==> config.mk <==
export PLATFORM = sky130hd
export DESIGN_NAME = bus_rr_arbiter
export DESIGN_NICKNAME = d
export VERILOG_FILES = /design/src/rtl/bus_rr_arbiter_pkg.sv /design/src/rtl/bus_arb_watchdog.sv /design/src/rtl/bus_rr_arbiter.sv
export SDC_FILE = /design/constraint.sdc
export NUM_CORES = 1
export LEC_CHECK = 0
export CAP_MARGIN = 20
export CELL_PAD_IN_SITES_DETAIL_PLACEMENT = 1
export CELL_PAD_IN_SITES_GLOBAL_PLACEMENT = 2
export CORE_UTILIZATION = 28
export CTS_CLUSTER_SIZE = 10
export DETAILED_ROUTE_END_ITERATION = 12
export PLACE_DENSITY_LB_ADDON = 0.1
export SYNTH_ARGS = -nofsm -noshare
export SYNTH_HDL_FRONTEND = slang
export SYNTH_SLANG_ARGS = --single-unit
==> constraint.sdc <==
create_clock -name clk -period 1.85 [get_ports clk]
set_input_delay 0.2775 -clock clk [delete_from_list [all_inputs] [get_ports clk]]
set_output_delay 0.2775 -clock clk [all_outputs]
set_load 0.05 [all_outputs]
==> src/rtl/bus_rr_arbiter_pkg.sv <==
// Shared bus arbiter definitions: owner width, master indices, FSM encodings.
// Also provides the round-robin pick helper used by bus_rr_arbiter.
package bus_rr_arbiter_pkg;

    localparam int BUS_OWNER_BUS = 2;

    typedef logic [BUS_OWNER_BUS-1:0] owner_t;

    localparam owner_t BUS_OWNER_M0 = 2'd0;
    localparam owner_t BUS_OWNER_M1 = 2'd1;
    localparam owner_t BUS_OWNER_M2 = 2'd2;
    localparam owner_t BUS_OWNER_M3 = 2'd3;

    localparam int ARB_STATE_BUS = 2;

    typedef enum logic [ARB_STATE_BUS-1:0] {
        ARB_IDLE  = 2'd0,
        ARB_OWNED = 2'd1,
        ARB_LOCK  = 2'd2
    } arb_state_t;

    localparam int BUS_TIMEOUT_DEFAULT = 255;

    // Returns {found, index}; the scan is own+1, own+2, own+3, own.
    function automatic logic [2:0] rr_pick(
        input owner_t     own,
        input logic [3:0] req_n
    );
        logic [2:0] r;
        owner_t     idx;
        r = {1'b0, own};
        for (int k = 4; k >= 1; k--) begin
            idx = own + owner_t'(k);
            if (!req_n[idx]) r = {1'b1, idx};
        end
        return r;
    endfunction

endpackage

==> src/rtl/bus_arb_watchdog.sv <==
// Slave-response watchdog: counts strobe-low/ready-high cycles and
// pulses a forced ready plus a timeout flag when the budget is spent.
module bus_arb_watchdog
    import bus_rr_arbiter_pkg::*;
#(
    parameter int TIMEOUT_CYCLES = BUS_TIMEOUT_DEFAULT,
    parameter int TO_CNT_W       = 8
) (
    input  logic   clk,
    input  logic   reset_,
    input  logic   as_n,
    input  logic   rdy_n,
    input  logic   gnt_chg,
    input  owner_t owner,
    output logic   force_rdy_n,
    output logic   to_err,
    output owner_t to_owner
);

    localparam logic [TO_CNT_W-1:0] LAST = TO_CNT_W'(TIMEOUT_CYCLES - 1);

    logic [TO_CNT_W-1:0] cnt;
    logic                waiting;
    logic                fire;

    assign waiting = !as_n && rdy_n;
    // A ready or a grant change in the expiry cycle suppresses the timeout.
    assign fire    = waiting && (cnt == LAST) && !gnt_chg;

    always_ff @(posedge clk or negedge reset_) begin
        if (!reset_) begin
            cnt         <= '0;
            force_rdy_n <= 1'b1;
            to_err      <= 1'b0;
            to_owner    <= BUS_OWNER_M0;
        end else begin
            force_rdy_n <= !fire;
            to_err      <= fire;
            if (fire) to_owner <= owner;
            if (fire || !waiting || gnt_chg) cnt <= '0;
            else cnt <= cnt + 1'b1;
        end
    end

endmodule

==> src/rtl/bus_rr_arbiter.sv <==
// Round-robin bus arbiter with transaction lock for 4 masters.
// Define BUS_ARB_TIMEOUT_EN to add the slave-response watchdog.
module bus_rr_arbiter
    import bus_rr_arbiter_pkg::*;
#(
    parameter int TIMEOUT_CYCLES = BUS_TIMEOUT_DEFAULT,
    parameter int TO_CNT_W       = 8
) (
    input  logic       clk,
    input  logic       reset_,
    input  logic       m0Req_,
    input  logic       m1Req_,
    input  logic       m2Req_,
    input  logic       m3Req_,
    output logic       m0Grnt_,
    output logic       m1Grnt_,
    output logic       m2Grnt_,
    output logic       m3Grnt_,
    output logic [1:0] owner,
    input  logic       sAs_,
    input  logic       mRdy_,
    output logic       forceRdy_,
    output logic       toErr,
    output logic [1:0] toOwner
);

    arb_state_t state_q, state_d;
    owner_t     owner_q, owner_d;
    logic [3:0] gnt_q, gnt_d;
    logic [3:0] req_n;
    logic [2:0] pick;
    logic       gnt_chg;

    assign req_n   = {m3Req_, m2Req_, m1Req_, m0Req_};
    assign pick    = rr_pick(owner_q, req_n);
    assign gnt_chg = (owner_d != owner_q);

    always_ff @(posedge clk or negedge reset_) begin
        if (!reset_) begin
            state_q <= ARB_IDLE;
            owner_q <= BUS_OWNER_M0;
            gnt_q   <= 4'b1110;
        end else begin
            state_q <= state_d;
            owner_q <= owner_d;
            gnt_q   <= gnt_d;
        end
    end

    always_comb begin
        state_d = state_q;
        owner_d = owner_q;
        unique case (state_q)
            ARB_IDLE: begin
                if (pick[2]) begin
                    owner_d = pick[1:0];
                    state_d = ARB_OWNED;
                end
            end
            ARB_OWNED: begin
                if (req_n[owner_q]) begin
                    if (sAs_ || !mRdy_) begin
                        owner_d = pick[1:0];
                        state_d = pick[2] ? ARB_OWNED : ARB_IDLE;
                    end else begin
                        state_d = ARB_LOCK;
                    end
                end
            end
            ARB_LOCK: begin
                if (!mRdy_ || !forceRdy_) begin
                    owner_d = pick[1:0];
                    state_d = pick[2] ? ARB_OWNED : ARB_IDLE;
                end
            end
            default: begin
                state_d = ARB_IDLE;
            end
        endcase
    end

    always_comb begin
        gnt_d          = 4'b1111;
        gnt_d[owner_d] = 1'b0;
    end

    assign owner   = owner_q;
    assign m0Grnt_ = gnt_q[0];
    assign m1Grnt_ = gnt_q[1];
    assign m2Grnt_ = gnt_q[2];
    assign m3Grnt_ = gnt_q[3];

`ifdef BUS_ARB_TIMEOUT_EN
    bus_arb_watchdog #(
        .TIMEOUT_CYCLES (TIMEOUT_CYCLES),
        .TO_CNT_W       (TO_CNT_W)
    ) u_wdog (
        .clk         (clk),
        .reset_      (reset_),
        .as_n        (sAs_),
        .rdy_n       (mRdy_),
        .gnt_chg     (gnt_chg),
        .owner       (owner_q),
        .force_rdy_n (forceRdy_),
        .to_err      (toErr),
        .to_owner    (toOwner)
    );
`else
    assign forceRdy_ = 1'b1;
    assign toErr     = 1'b0;
    assign toOwner   = BUS_OWNER_M0;
`endif

endmodule
After elaboration in Yosys (flattened, before gate mapping)
Index checks and enable logic that the tools add are counted.

Memories kept: 0. Memory bits (writable): 0. Output and inout bits: 10. Logic and storage cells: 48. Bits in latches: 0. Memory bits (read-only): 0. Flip-flop bits (word level): 8. Input port bits: 8.

$lt $le $gt $ge: 6. Reduce and logical (&&, ||, !) cells: 5. Shift operators: 0. Equal/unequal tests: 5. Multipliers: 0. Bitwise operators: 1. Multiplexer cells: 25. Add/subtract/negate cells: 3. Divide/modulo/power cells: 0.

Operators with widths (count): $mux W2 (8); $lt A2 B3 Y1 const B (5); $mux W3 (4); $pmux W2 S3 (2); $bmux W1 S2 (4); $mux W1 (6); $ne A2 B2 Y1 const B (3); $add A2 B2 Y2 const B (2); $not A4 Y4 (1); $reduce_and A3 Y1 (1); $add A2 B1 Y2 const B (1); $demux W1 S2 (1); $eq A2 B1 Y1 const B (1); $eq A2 B2 Y1 const B (1); $ge A2 B1 Y1 const B (1); $logic_not A2 Y1 (1); $logic_and A1 B1 Y1 (1); $logic_not A1 Y1 (1); $logic_or A1 B1 Y1 (1).

Longest topological paths before layout
Word-level depth: 14. Mapped depth: 5. Depth with buffers taken out: 4.

Worst setup path before layout
OpenSTA, ideal clock, no wires.

Path type: reg-to-reg. Start: register owner_q[0], in the netlist owner[0]. End: register owner_q[0], in the netlist owner[0]. Data arrival time: 1.710 ns. Required time: 1.725 ns. Library setup time: 0.125 ns. Path buffers: 0. Cell stages (with the launch flop): 5. Period minus slack after synthesis: 1.835 ns. Setup slack: 0.015 ns. Cell sequence: dfrtp_1 mux2_4 a22oi_4 o22ai_4 mux2_4.

Cells in the longest elaborated chain, start to end: 9. Elaborated cells on any way between the ends: 20. Those cells by class: 3 x add/sub; 17 x mux.

Ends and longest elaborated chain: start, declared (RTL line bus_rr_arbiter.sv:28) `owner_t owner_q, owner_d;`; start signal, assigned (RTL line bus_rr_arbiter.sv:45) `owner_q <= owner_d;`; $add A2 B2 Y2 (RTL line bus_rr_arbiter_pkg.sv:33) `idx = own + owner_t'(k);`; $bmux W1 S2 (RTL line bus_rr_arbiter_pkg.sv:34) `if (!req_n[idx]) r = {1'b1, idx};`; $mux W1 (not written as such) (RTL line bus_rr_arbiter_pkg.sv:34); $mux W3 (3 in a row) (RTL line bus_rr_arbiter_pkg.sv:34); $mux W2 (RTL line bus_rr_arbiter.sv:62) `if (sAs_ || !mRdy_) begin`; $mux W2 (RTL line bus_rr_arbiter.sv:61) `if (req_n[owner_q]) begin`; $pmux W2 S3 * (RTL line bus_rr_arbiter.sv:53) `unique case (state_q)`; net owner_d[0] (RTL line bus_rr_arbiter.sv:28).

Mark *: on every way through the listed nets, which the timed path passes. The rest lies on a longest branch. The select of a mux whose other input is x is not followed. A chain may end at the register's enable or synchronous reset.

Worst setup path after layout
Start: register gnt_q[0]. End: output m0Grnt_.

RTL lines: start, declared (RTL line bus_rr_arbiter.sv:29) `logic [3:0] gnt_q, gnt_d;`; start signal, assigned (RTL line bus_rr_arbiter.sv:46) `gnt_q <= gnt_d;`; end, declared (RTL line bus_rr_arbiter.sv:15) `output logic m0Grnt_,`.

No word-level cell between the ends.

==> results.yml <==
status:
  status: "finished clean"
critical_path:
  critical_path_class: "reg2out"
  critical-path-max-stage-delay_ns: 0.79
  cp.arrival_ns: 1.36
  path_cells: "clkdlybuf4s50_1"
  cp_top_family: "buffers and inverters"
  crit_slowest_cell: "clkdlybuf4s50_1"
  required_ns: 1.57
  worst_setup_path_start_kind: "register"
  end_kind: "output pin"
  cp_max_fo: 1
  critPathBufInv: 1
placed_design:
  placed_area_sq_um: 863
  place_hpwl_mm: 1.34
  dp.cells: 118
  io_buffers: 13
  gp_congestion: 0.727
clocking:
  cts.repair.resized: 0
  numCtsBuffers: 3
  cts.clk_slew.worst_paths_ns: 0.06
  postCtsSetupBuffers: 0
  cts_buffer_depth: 2
  htreeDepth: 1
  holdBufCountCts: 0
  cts-root-buf: "clkbuf_4"
  clkSinkCount: 8
  tritoncts: "done"
  clkLatencyLatePin_ns: 0.26
yosys:
  yosysUniqueCellTypes: 31
  mappedNetlistArea_sq_um: 702
  synth_seq_cells: 8
  seq_area_frac_synth_pct: 29.1
  synth.avg_cell_area_sq_um: 9.62
  yosys_warnings: 0
  postSynthCellCount: 73
floorplanning:
  die_width_microns: 52.1
  start_util_pct: 30.6
  core_sq_um: 2300
  die_y_microns: 52.1
  die-area_sq_um: 2710
  rows: 17
  ios: 18
timing:
  setup_viol: 0
  slew_viol_final: 0
  period_share_pct: 88.6
  fin_crit_ns: 1.64
  fmax_ghz: 0.610
  rsz0062_at_grt: "no"
  fin_worst_skew_ns: 0.0105
  final_hold_viol_count: 0
drt:
  wl_met2_microns: 716
  wl_met3_microns: 51
  met1_length_microns: 820
  remaining_drc_errors: 0
  dr.first_iter.drc_count: 1
  ant_nets: 0
  drt-total-wl_mm: 1.60
  routedWlPerCell_microns: 13.1
  vias: 571
  dr.pass1.iters: 4
  top_layer: "met4"
  vias_per_cell: 4.68
global_route:
  grt_use_total_pct: 13.8
  grt_max_degree: 12
  grt_pass1_wl_mm: 2.76
  grt_pass1_vias: 579
  overflow: 0
  antenna_found_initial: 0
power:
  powerDensity_nw_per_um2: 1720
  leakagePower_nw: 0.389
  max-vdd-ir-drop_uv: 905
finish:
  area_delta_synth_final_pct: 26.7
  fin_area_sq_um: 890
  nFillCells: 277
  nets: 103
  layout_commonest_cell: "buf_4"
  drive_above_1_share_pct: 31.9
  most-common-layout-cells: "15 x buf_4, 8 x clkdlybuf4s50_1, 6 x nand2_1, 6 x a21oi_1"
  layoutNonFillerInstCount: 122
  diodes: 0
worst_hold_path:
  hp-class: "in2async"
run:
  maxCapViolCount: 0
## cells in the mapped netlist
master / instances / area, sq um
a21oi_1: 6 / 30.0
a221oi_1: 1 / 8.76
a22oi_4: 1 / 21.3
a311o_1: 1 / 10.0
a31oi_1: 2 / 12.5
and2_1: 1 / 6.26
and2b_2: 1 / 8.76
and3_1: 1 / 6.26
buf_4: 5 / 37.5
buf_6: 2 / 22.5
clkbuf_8: 1 / 13.8
conb_1: 2 / 7.51
dfrtp_1: 5 / 125
dfstp_2: 3 / 78.8
inv_1: 3 / 11.3
mux2_4: 5 / 75.1
mux2i_1: 4 / 40.0
nand2_1: 6 / 22.5
nand2b_1: 3 / 18.8
nand4_1: 2 / 12.5
nor2_1: 4 / 15.0
nor2b_1: 2 / 12.5
nor3b_1: 1 / 7.51
o21a_1: 1 / 7.51
o21ai_0: 2 / 10.0
o21ai_1: 1 / 5.00
o22ai_1: 2 / 12.5
o22ai_4: 1 / 20.0
o31ai_4: 1 / 21.3
o32ai_1: 1 / 8.76
or2_1: 2 / 12.5
## through the flow
stage / worst slack, ns / total power (W) / hold slack [ns] / utilization (%) / setup TNS (ns)
after floorplan: 0.0153 / 0.00115 / -0.0181 / - / 0
after global placement: 0.0191 / 0.00139 / 0.560 / 37.6 / 0
after detailed placement: -0.0131 / 0.00140 / 0.575 / 37.6 / -0.0237
after CTS: 0.191 / 0.00155 / 0.298 / 38.7 / 0
after global routing: 0.158 / 0.00164 / 0.295 / 38.7 / 0
final: 0.210 / 0.00153 / 0.291 / 38.7 / 0
## power breakdown
part	switching, W	internal, W
combinational	0.000565	0.000464
sequential	0.0000903	0.000266
clock	0.0000615	0.0000826
total	0.000717	0.000813
## routing by layer
layer	track usage, %	vias to the layer above
li1	-	294
met1	18.8	260
met2	22.4	15
met3	1.75	2
met4	4.05	0
met5	0	-
## kinds of logic (layout without fill, tap and decap cells)
| family | count (synthesis) | count (layout) | synth area share, % |
|---|---|---|---|
| multiplexers | 9 | 9 | 16.4 |
| AO/OA/AOI/OAI | 20 | 20 | 23.9 |
| other | 2 | 4 | 1.07 |
| flip-flops | 8 | 8 | 29.1 |
| buffers and inverters | 11 | 30 | 12.1 |
| AND/OR/NAND/NOR | 23 | 23 | 17.5 |
## registers in the layout, summed over array words and instances, names as in the netlist
signal	cells
owner	2
gnt_q	4
state_q	2
## worst paths after layout
kind                                         from                endpoint  slack [ns]  cells past startpoint
setup / recovery               gnt_q[0]$_DFF_PN0_                 m0Grnt_        0.21                      1
hold / removal                             reset_      owner[0]$_DFF_PN0_        0.29                      1
setup reg to reg               owner[0]$_DFF_PN0_      owner[0]$_DFF_PN0_        0.24                      4
hold reg to reg            state_q[0]$_DFFE_PN0P_  state_q[0]$_DFFE_PN0P_        0.62                      1
max in group asynchronous                  reset_      gnt_q[1]$_DFF_PN1_        1.25                      1
min in group clk           state_q[0]$_DFFE_PN0P_  state_q[0]$_DFFE_PN0P_        0.62                      1
## final cells by class
cell class                      instances  area (sq um)  share of cell area, %
Multi-Input combinational cell         56           420                   47.3
Sequential cell                         8           204                   22.9
Timing Repair Buffer                   23           193                   21.7
Tap cell                               28          35.0                   3.94
Clock buffer                            4          26.3                   2.95
Inverter                                3          11.3                   1.27
Power figures use the tool's default switching activity.
